File: src/rtl/id_stage_reg.sv
// ID/EX pipeline register with RAW hazard detection against the EX and MEM slots.
// It also tracks the destination register of the instruction now in MEM and counts hazard bubbles.
module id_stage_reg (
  input  logic        clk,
  input  logic        rst,
  input  logic        freeze,
  input  logic        flush,
  input  logic        in_valid,
  input  logic [31:0] in_pc,
  input  logic [31:0] in_val_rn,
  input  logic [31:0] in_val_rm,
  input  logic [3:0]  in_src1,
  input  logic [3:0]  in_src2,
  input  logic        in_two_src,
  input  logic [3:0]  in_dest,
  input  logic        in_wb_en,
  input  logic        in_mem_r,
  input  logic        in_mem_w,
  input  logic        in_b,
  input  logic        in_s,
  input  logic        in_imm,
  input  logic [3:0]  in_exe_cmd,
  input  logic [11:0] in_shift_operand,
  input  logic [23:0] in_imm24,
  input  logic [3:0]  in_sr,
  output logic        out_valid,
  output logic [31:0] out_pc,
  output logic [31:0] out_val_rn,
  output logic [31:0] out_val_rm,
  output logic [3:0]  out_dest,
  output logic        out_wb_en,
  output logic        out_mem_r,
  output logic        out_mem_w,
  output logic        out_b,
  output logic        out_s,
  output logic        out_imm,
  output logic [3:0]  out_exe_cmd,
  output logic [11:0] out_shift_operand,
  output logic [23:0] out_imm24,
  output logic [3:0]  out_sr,
  output logic        hazard,
  output logic [3:0]  mem_dest,
  output logic        mem_wb_en,
  output logic [15:0] stall_count
);

  typedef struct packed {
    logic        valid;
    logic [31:0] pc;
    logic [31:0] val_rn;
    logic [31:0] val_rm;
    logic [3:0]  dest;
    logic        wb_en;
    logic        mem_r;
    logic        mem_w;
    logic        b;
    logic        s;
    logic        imm;
    logic [3:0]  exe_cmd;
    logic [11:0] shift_operand;
    logic [23:0] imm24;
    logic [3:0]  sr;
  } ex_t;

  ex_t         ex_q, ex_d, in_pkt;
  logic [3:0]  mem_dest_q, mem_dest_d;
  logic        mem_wb_en_q, mem_wb_en_d;
  logic [15:0] stall_q, stall_d;
  logic        hz_raw;

  // R15 reads as a constant, so it never creates a dependency.
  function automatic logic src_match(input logic [3:0] src, input logic [3:0] dst,
                                     input logic we);
    return we && (dst == src) && (src != 4'hF);
  endfunction

  always_comb begin
    hz_raw = in_valid &
             (src_match(in_src1, ex_q.dest, ex_q.wb_en) |
              src_match(in_src1, mem_dest_q, mem_wb_en_q) |
              (in_two_src & (src_match(in_src2, ex_q.dest, ex_q.wb_en) |
                             src_match(in_src2, mem_dest_q, mem_wb_en_q))));
  end

  assign hazard = hz_raw & ~flush;

  // Control bits are qualified by in_valid so a non-instruction never writes back.
  always_comb begin
    in_pkt               = '0;
    in_pkt.valid         = in_valid;
    in_pkt.pc            = in_pc;
    in_pkt.val_rn        = in_val_rn;
    in_pkt.val_rm        = in_val_rm;
    in_pkt.dest          = in_dest;
    in_pkt.wb_en         = in_wb_en & in_valid;
    in_pkt.mem_r         = in_mem_r & in_valid;
    in_pkt.mem_w         = in_mem_w & in_valid;
    in_pkt.b             = in_b & in_valid;
    in_pkt.s             = in_s & in_valid;
    in_pkt.imm           = in_imm;
    in_pkt.exe_cmd       = in_exe_cmd;
    in_pkt.shift_operand = in_shift_operand;
    in_pkt.imm24         = in_imm24;
    in_pkt.sr            = in_sr;
  end

  // Priority: freeze > flush > hazard > load; a bubble is all-zero.
  always_comb begin
    ex_d        = ex_q;
    mem_dest_d  = mem_dest_q;
    mem_wb_en_d = mem_wb_en_q;
    stall_d     = stall_q;
    if (!freeze) begin
      mem_dest_d  = ex_q.dest;
      mem_wb_en_d = ex_q.wb_en;
      if (flush) begin
        ex_d = '0;
      end else if (hz_raw) begin
        ex_d = '0;
        if (stall_q != 16'hFFFF) stall_d = stall_q + 16'd1;
      end else begin
        ex_d = in_pkt;
      end
    end
  end

  always_ff @(posedge clk) begin
    if (rst) begin
      ex_q        <= '0;
      mem_dest_q  <= '0;
      mem_wb_en_q <= 1'b0;
      stall_q     <= '0;
    end else begin
      ex_q        <= ex_d;
      mem_dest_q  <= mem_dest_d;
      mem_wb_en_q <= mem_wb_en_d;
      stall_q     <= stall_d;
    end
  end

  assign out_valid         = ex_q.valid;
  assign out_pc            = ex_q.pc;
  assign out_val_rn        = ex_q.val_rn;
  assign out_val_rm        = ex_q.val_rm;
  assign out_dest          = ex_q.dest;
  assign out_wb_en         = ex_q.wb_en;
  assign out_mem_r         = ex_q.mem_r;
  assign out_mem_w         = ex_q.mem_w;
  assign out_b             = ex_q.b;
  assign out_s             = ex_q.s;
  assign out_imm           = ex_q.imm;
  assign out_exe_cmd       = ex_q.exe_cmd;
  assign out_shift_operand = ex_q.shift_operand;
  assign out_imm24         = ex_q.imm24;
  assign out_sr            = ex_q.sr;
  assign mem_dest          = mem_dest_q;
  assign mem_wb_en         = mem_wb_en_q;
  assign stall_count       = stall_q;

endmodule

File: config.mk
export PLATFORM = sky130hd
export DESIGN_NAME = id_stage_reg
export DESIGN_NICKNAME = d
export VERILOG_FILES = /design/src/rtl/id_stage_reg.sv
export SDC_FILE = /design/constraint.sdc
export NUM_CORES = 1
export LEC_CHECK = 0
export ABC_AREA = 1
export ABC_CLOCK_PERIOD_IN_PS = 3510
export CAP_MARGIN = 10
export CORE_AREA = 2 2 132 134
export CTS_BUF_LIST = sky130_fd_sc_hd__clkbuf_8
export DETAILED_ROUTE_END_ITERATION = 6
export DIE_AREA = 0 0 134 136
export DONT_BUFFER_PORTS = 1
export PLACE_DENSITY_LB_ADDON = 0.3
export SYNTH_ARGS = -nofsm -noshare
export SYNTH_HDL_FRONTEND = slang
export SYNTH_SLANG_ARGS = --single-unit
File: constraint.sdc
create_clock -name clk -period 3.51 [get_ports clk]
set_input_delay 0.702 -clock clk [delete_from_list [all_inputs] [get_ports clk]]
set_output_delay 0.702 -clock clk [all_outputs]
set_load 0.02 [all_outputs]
# Word-level counts from Yosys, hierarchy flattened
# Index checks and enable logic that the tools add are counted.
# word_totals
register_bits,172
latchBits,0
mem_bits_rw,0
mem_bits_ro,0
input_bits,164
out_inout_bits,173
wordCells,50
mem_count,0
# classes
addsub,1
n_mul,0
n_div,0
order_cmp,0
eq_ne,7
shifts,0
muxes,2
bitwise_logic,13
n_reduce_logical,9
# ops
operator,n
$mux W151,2
$add A16 B1 Y16 const B,1
$eq A4 B4 Y1,4
$ne A16 B16 Y1 const B,1
$and A1 B1 Y1,8
$logic_and A1 B1 Y1,8
$ne A4 B4 Y1 const B,2
$reduce_and A4 Y1,1
$or A1 B1 Y1,3
$not A1 Y1,2

# Longest topological paths before layout
# Gate-level depths: netlist of the first run.
# logic_depth
ltp_word,9
depth_mapped,14

# Least setup slack after synthesis of the first run
# Ideal clock, no wire load.
# synth_path
kind,input port to output port
start,input port in_src2[3]
end,output port hazard
arrival_ps,1471
required_ps,2808
slack_ps,1337
path_stages,10
n_path_buf,0
path_cell_list,inv_1 nand2_1 nand2_1 nor2_1 nand3b_1 nand2_1 nand2_2 nand2_4 nand3_1 inv_1
# synth_between
elab_chain_cells,8
word_cells_on_any_way,12
classes_between,eq/ne (3); bitwise (5); reduce/logical (4)
# synth_rtl
element,line,text
from (decl),13,"input logic [3:0] in_src2,"
$eq A4 B4 Y1,74,return we && (dst == src) && (src != 4'hF);
$logic_and A1 B1 Y1 (2 in series),74,
$or A1 B1 Y1 (*),81,"(in_two_src & (src_match(in_src2, ex_q.dest, ex_q.wb_en) |"
$and A1 B1 Y1 (*),81,
$or A1 B1 Y1 (*),80,"src_match(in_src1, mem_dest_q, mem_wb_en_q) |"
$and A1 B1 Y1 (*),78,hz_raw = in_valid &
$and A1 B1 Y1 (*),85,assign hazard = hz_raw & ~flush;
to (decl),41,"output logic hazard,"
# Every way passes the cells marked *; elsewhere a longest branch is shown, timed or not.

# Worst setup path after layout of the first run
# layout_path
start,register ex_q (netlist bit out_dest[2])
end,output port hazard
# layout_between
elab_chain_cells,8
word_cells_on_any_way,12
classes_between,eq/ne (2); bitwise (6); reduce/logical (4)
# layout_rtl
element,line,text
from (decl),65,"ex_t ex_q, ex_d, in_pkt;"
from (signal assigned),129,ex_q <= '0;
from (signal assigned),134,ex_q <= ex_d;
$eq A4 B4 Y1,74,
$logic_and A1 B1 Y1 (2 in series),74,
$or A1 B1 Y1,81,
$and A1 B1 Y1,81,
$or A1 B1 Y1 (*),80,
$and A1 B1 Y1 (*),78,
$and A1 B1 Y1 (*),85,
# Marks and branches as above.

==> results.py, run 1 <==
metrics = {
    "floorplanning": {
        "dieHeight_um": 136,
        "floorplan.initialDensity_pct": 43.91,
        "io_pins": 337,
        "rows": 48,
        "core_um2": 16880,
        "die_area_um2": 18220,
        "die_w_um": 134,
    },
    "yosys": {
        "synth_seq_cells": 172,
        "synth.avg_cell_area_um2": 7.942,
        "synth_seq_area_share_pct": 46.47,
        "netlist.area_leader.share_pct": 46.47,
        "syn-num-nets": 1098,
        "syn_inst": 933,
        "synth_top_area_cell": "dfxtp_1",
        "synth_area_um2": 7410,
        "synth.area.top_cells": "dfxtp_1 46%, nand2_1 11%, a21oi_1 7.4%, nand3_1 7.0%, nand3_2 6.8%",
        "ys_warn_count": 0,
        "ys_types": 31,
    },
    "cells_and_area": {
        "regArea_um2": 3443,
        "multi_input_area_um2": 3390,
        "antennaDiodeCount": 0,
        "drive_gt1_share_pct": 16.16,
        "fin_nets": 1049,
        "fill_cells": 1700,
        "areaGrowthSynthToFinish_pct": 4.661,
    },
    "worst_setup_path": {
        "path_class": "flip-flop to output pin",
        "cp.arrival_ns": 2.11,
        "crit_fanout": 13,
        "crit_required_ns": 2.81,
        "cp-end-kind": "output pin",
        "start_kind": "flip-flop",
    },
    "route": {
        "vias": 6004,
        "ant_nets": 0,
        "routed_wirelength_um": 20100,
        "drt-pass1-iter-count": 4,
        "wl_per_cell_um": 17.92,
        "first_iter_violations": 380,
        "drc": 0,
        "post_drt_via_cell_ratio": 5.351,
    },
    "place": {
        "hpwl_um": 13100,
        "place_congestion": 0.8762,
        "io_buffers": 0,
    },
    "global_route": {
        "grt_pass1_vias": 5533,
        "grt_overflow_total": 0,
        "grt_use_total_pct": 20.87,
        "antenna_found_initial": 0,
        "grt_first_pass_wirelength_um": 30260,
        "grt_max_degree": 162,
    },
    "pwr": {
        "p_leak_nw": 2.666,
        "vdd_drop_max_mv": 0.2758,
        "power_density_nw_per_um2": 488.0,
    },
    "cts": {
        "ctsResizeCount": 0,
        "cts_sinks": 172,
        "numCtsBuffers": 17,
        "cts_setup_buffers": 0,
        "root_buffer": "clkbuf_8",
        "ctsLongestPathBuffers": 2,
        "htree_num_levels": 4,
        "cts_tree": "done",
        "clock_latency_ns": 0.45,
        "clk_pin_slew_ns": 0.10,
        "cts_hold_buf": 0,
    },
    "sta": {
        "finalHoldViolations": 0,
        "final.min_clock_period_ns": 2.815,
        "fin_crit_sh_pct": 80.19,
        "setup_violations": 0,
        "hold_ws_ns": 0.3222,
        "slew_violations": 0,
        "timing.fmax_mhz": 355.3,
        "worst_slew_pin_slew_ns": 0.7603,
        "fin_setup_tns_ns": 0,
        "fin_skew_ns": 0.01787,
        "slew_headroom_pct": 49.31,
        "grt_setup_unrepaired": "false",
    },
    "status": {
        "outcome": "complete, no violations",
    },
    "hold_path": {
        "hp-class": "primary input to flip-flop",
    },
    "run": {
        "cap_violations": 0,
    },
}
==> flip-flops by register name, indices dropped and copies added, names as in the netlist, 4 cells and up <==
name,count
out_pc,32
out_dest,4
stall_count,16
out_val_rm,32
out_sr,4
out_val_rn,32
mem_dest,4
out_exe_cmd,4
out_shift_operand,12
out_imm24,24
==> routing by layer <==
metal  track usage (%)  wire length, µm
met5                 0                0
met4             8.806              503
met3             8.389             1870
met2             33.62             9589
met1             24.71             8140
==> worst paths after layout <==
check	end	start	cells past startpoint	slack (ns)
max	hazard	out_dest[2]	10	0.70
min	out_pc[5]	rst	1	0.32
max reg2reg	out_imm24[2]	out_dest[2]	12	1.06
min reg2reg	out_val_rn[22]	out_val_rn[22]	2	0.57
==> cell families after synthesis <==
family | share of synthesized area, %
AOI/OAI and AO/OA | 14.49
xor gates and xnor gates | 0.5911
adders and majority gates | 0.1688
buffers and inverters | 7.970
DFF | 46.47
and+or+nand+nor | 30.31
==> power by group <==
part / leakage [nW] / total, W / switching, W / internal [W]
Clock: 0.211 / 0.00142 / 0.000776 / 0.000648
Combinational: 1.05 / 0.000197 / 0.000111 / 0.0000856
Sequential: 1.40 / 0.00216 / 0.000143 / 0.00202
==> layout by cell type (no fill, tap or decap), types with 4 or more instances in the layout <==
| cell type | synthesis | layout |
|---|---|---|
| inv_2 | 4 | 4 |
| buf_4 | 2 | 5 |
| nand4_1 | 16 | 16 |
| inv_1 | 45 | 47 |
| a21oi_2 | 46 | 46 |
| dfxtp_1 | 172 | 172 |
| nand2_1 | 222 | 222 |
| a21oi_1 | 109 | 109 |
| nor2_1 | 52 | 52 |
| clkinv_4 | 0 | 5 |
| o21ai_0 | 7 | 7 |
| o21bai_1 | 9 | 9 |
| clkbuf_8 | 0 | 17 |
| nand3_1 | 104 | 104 |
| nand3_2 | 50 | 50 |
==> through the flow <==
stage	area [µm²]	total power [W]	setup WS (ns)	utilization [%]	std cells
5_1_grt	7755	0.003954	0.4860	45.95	1122
4_1_cts	7755	0.003826	0.6487	45.95	1122
3_5_place_dp	7356	0.002407	0.9945	43.59	1090
2_1_floorplan	7410	0.002416	1.337	-	933
6_report	7755	0.003784	0.6952	45.95	1122
3_3_place_gp	7356	0.002402	1.034	43.59	1090
==> cells in the mapped netlist <==
master,count
a21boi_1,1
a21oi_1,109
a21oi_2,46
buf_1,10
buf_12,5
buf_2,17
buf_4,2
buf_6,1
buf_8,1
clkbuf_1,38
dfxtp_1,172
ha_1,1
inv_1,45
inv_2,4
nand2_1,222
nand2_2,3
nand2_4,2
nand3_1,104
nand3_2,50
nand3b_1,1
nand4_1,16
nand4_2,1
nor2_1,52
nor2_2,3
nor3_1,2
o21ai_0,7
o21ai_1,3
o21bai_1,9
or3_1,1
xnor2_1,3
xor2_1,2
==> critical path: stages (launching register included) <==
cell     delay [ns]
dfxtp_1        0.59
inv_1          0.08
nand2_1        0.08
nand2_1        0.06
nor2_1         0.08
nand3_1        0.08
nand2_1        0.08
nand2_2        0.07
nand2_4        0.17
nand3_1        0.16
inv_1          0.22
==> layout make-up <==
| class | count | share of cell area [%] |
|---|---|---|
| Clock buffer | 17 | 3.017 |
| Clock inverter | 15 | 2.130 |
| Inverter | 49 | 2.372 |
| Multi-Input combinational cell | 638 | 43.71 |
| Sequential cell | 172 | 44.40 |
| Tap cell | 225 | 3.630 |
| Timing Repair Buffer | 6 | 0.7422 |
(Power assumes the default switching activity.)
==> inputs of run 2 (changes only) <==
--- a/config.mk
+++ b/config.mk
@@ -6,7 +6,7 @@
 export NUM_CORES = 1
 export LEC_CHECK = 0
 export ABC_AREA = 1
-export ABC_CLOCK_PERIOD_IN_PS = 3510
+export ABC_CLOCK_PERIOD_IN_PS = 2900
 export CAP_MARGIN = 10
 export CORE_AREA = 2 2 132 134
 export CTS_BUF_LIST = sky130_fd_sc_hd__clkbuf_8
==> constraint.sdc (replaced) <==
create_clock -name clk -period 2.9 [get_ports clk]
set_input_delay 0.58 -clock clk [delete_from_list [all_inputs] [get_ports clk]]
set_output_delay 0.58 -clock clk [all_outputs]
set_load 0.02 [all_outputs]
==> results.py, run 2 (same netlist as run 1, synthesis figures left out) <==
metrics = {
    "floorplanning": {
        "rows": 48,
        "die_w_um": 134,
        "dieHeight_um": 136,
        "core_um2": 16880,
        "die_area_um2": 18220,
        "io_pins": 337,
        "floorplan.initialDensity_pct": 43.91,
    },
    "worst_setup_path": {
        "crit_required_ns": 2.32,
        "rr_worst_depth": 12,
        "start_kind": "flip-flop",
        "cp-end-kind": "output pin",
        "ff2ff_setup_slack_ns": 0.68,
        "cp.arrival_ns": 2.09,
        "path_class": "flip-flop to output pin",
        "crit_fanout": 13,
        "critPathLaunch": "mem_dest[1]",
        "crit_end": "hazard",
        "r2r-start": "stall_count[1]",
        "worstReg2RegEnd": "stall_count[13]",
    },
    "cts": {
        "htree_num_levels": 4,
        "clock_latency_ns": 0.46,
        "clk_pin_slew_ns": 0.10,
        "cts_hold_buf": 0,
        "cts_tree": "done",
        "ctsResizeCount": 0,
        "cts_setup_buffers": 0,
        "cts_sinks": 172,
        "ctsLongestPathBuffers": 2,
        "root_buffer": "clkbuf_8",
        "numCtsBuffers": 17,
    },
    "place": {
        "io_buffers": 0,
        "place_congestion": 0.8599,
        "place_inst": 1091,
        "hpwl_um": 13200,
        "postPlaceCellArea_um2": 7401,
    },
    "cells_and_area": {
        "stdcell_area_um2": 7784,
        "final_cells": 1123,
        "drive_gt1_share_pct": 16.48,
        "fill_cells": 1688,
        "antennaDiodeCount": 0,
        "areaGrowthSynthToFinish_pct": 5.049,
        "final_cell_mix": "222 x nand2_1, 172 x dfxtp_1, 109 x a21oi_1",
        "fin_nets": 1050,
        "layout.cells.most_common": "nand2_1",
    },
    "sta": {
        "fin_setup_tns_ns": 0,
        "slew_violations": 0,
        "finalHoldViolations": 0,
        "grt_setup_unrepaired": "false",
        "fin_skew_ns": 0.01836,
        "slew_headroom_pct": 66.13,
        "fin_crit_sh_pct": 92.21,
        "timing.fmax_mhz": 374.0,
        "setup_violations": 0,
        "worst_slew_pin_slew_ns": 0.5068,
        "final.min_clock_period_ns": 2.674,
        "hold_ws_ns": 0.1749,
    },
    "pwr": {
        "pwr-share-seq_pct": 57.6,
        "power.internal_w": 0.003262,
        "p_leak_nw": 2.667,
        "p_sw_share_pct": 28.22,
        "clock_power_share_pct": 37.1,
        "power_density_nw_per_um2": 583.7,
        "p_comb_share_pct": 5.3,
        "switchingPower_w": 0.001282,
        "vdd_drop_max_mv": 0.3120,
    },
    "global_route": {
        "grt_first_pass_wirelength_um": 30330,
        "grt_overflow_total": 0,
        "antenna_found_initial": 0,
        "grt_max_degree": 162,
        "grt_pass1_vias": 5619,
        "grt_use_total_pct": 20.95,
    },
    "route": {
        "routed_wirelength_um": 19830,
        "drc": 0,
        "first_iter_violations": 343,
        "wl_per_cell_um": 17.65,
        "drt-pass1-iter-count": 5,
        "ant_nets": 0,
        "post_drt_via_cell_ratio": 5.333,
        "vias": 5989,
    },
    "run": {
        "cap_violations": 0,
    },
    "hold_path": {
        "hp-class": "primary input to flip-flop",
    },
    "status": {
        "outcome": "complete, no violations",
    },
}
-- run 2: worst min-delay path by stage --
stage | cells past startpoint | start | slack, ns | to
global placement | 2 | out_val_rn[22] | 0.54 | out_val_rn[22]
floorplan | 2 | out_val_rn[22] | 0.53 | out_val_rn[22]
CTS | 1 | rst | 0.14 | out_pc[5]
detailed placement | 2 | out_val_rn[29] | 0.55 | out_val_rn[29]
global route | 1 | rst | 0.13 | out_pc[5]
finish | 1 | rst | 0.17 | out_pc[5]
-- run 2: area by class of cell --
cell class                      instances  area [µm²]  area share (%)
Sequential cell                       172        3443           44.24
Multi-Input combinational cell        638        3390           43.55
Tap cell                              225       281.5           3.617
Clock buffer                           17       234.0           3.006
Inverter                               49       183.9           2.363
Clock inverter                         15       148.9           1.913
Timing Repair Buffer                    7       102.6           1.318
-- run 2: worst max-delay path: stages, from the launching register on --
cell and delay (ns):
dfxtp_1 0.53, inv_1 0.13, nand2_1 0.08, nand2_1 0.04, nor2_1 0.12, nand3b_1 0.09, nand2_1 0.07, nand2_2 0.06
nand2_4 0.17, nand3_1 0.14, inv_1 0.21
-- run 2: layer usage --
metal,GRT usage [%],share of wire [%],up-vias
met2,33.76,48,256
met5,0,0,-
met3,8.725,10,38
met1,24.39,39,2722
li1,-,-,2973
met4,9.397,2.8,0
-- run 2: metrics by stage --
step,utilization [%],setup WS [ns],power (W)
2_1_floorplan,-,0.9706,0.002925
3_3_place_gp,43.85,0.7279,0.002911
3_5_place_dp,43.85,0.6907,0.002918
4_1_cts,46.12,0.1794,0.004605
5_1_grt,46.12,0.003476,0.004757
6_report,46.12,0.2260,0.004544
-- run 2: power groups by stage --
stage               Clock [W]  Combinational, W  Sequential [W]
finish                0.00168          0.000242         0.00262
CTS                   0.00174          0.000246         0.00262
global placement            0          0.000238         0.00267
floorplan                   0          0.000279         0.00265
detailed placement          0          0.000245         0.00267
global route          0.00185          0.000276         0.00263
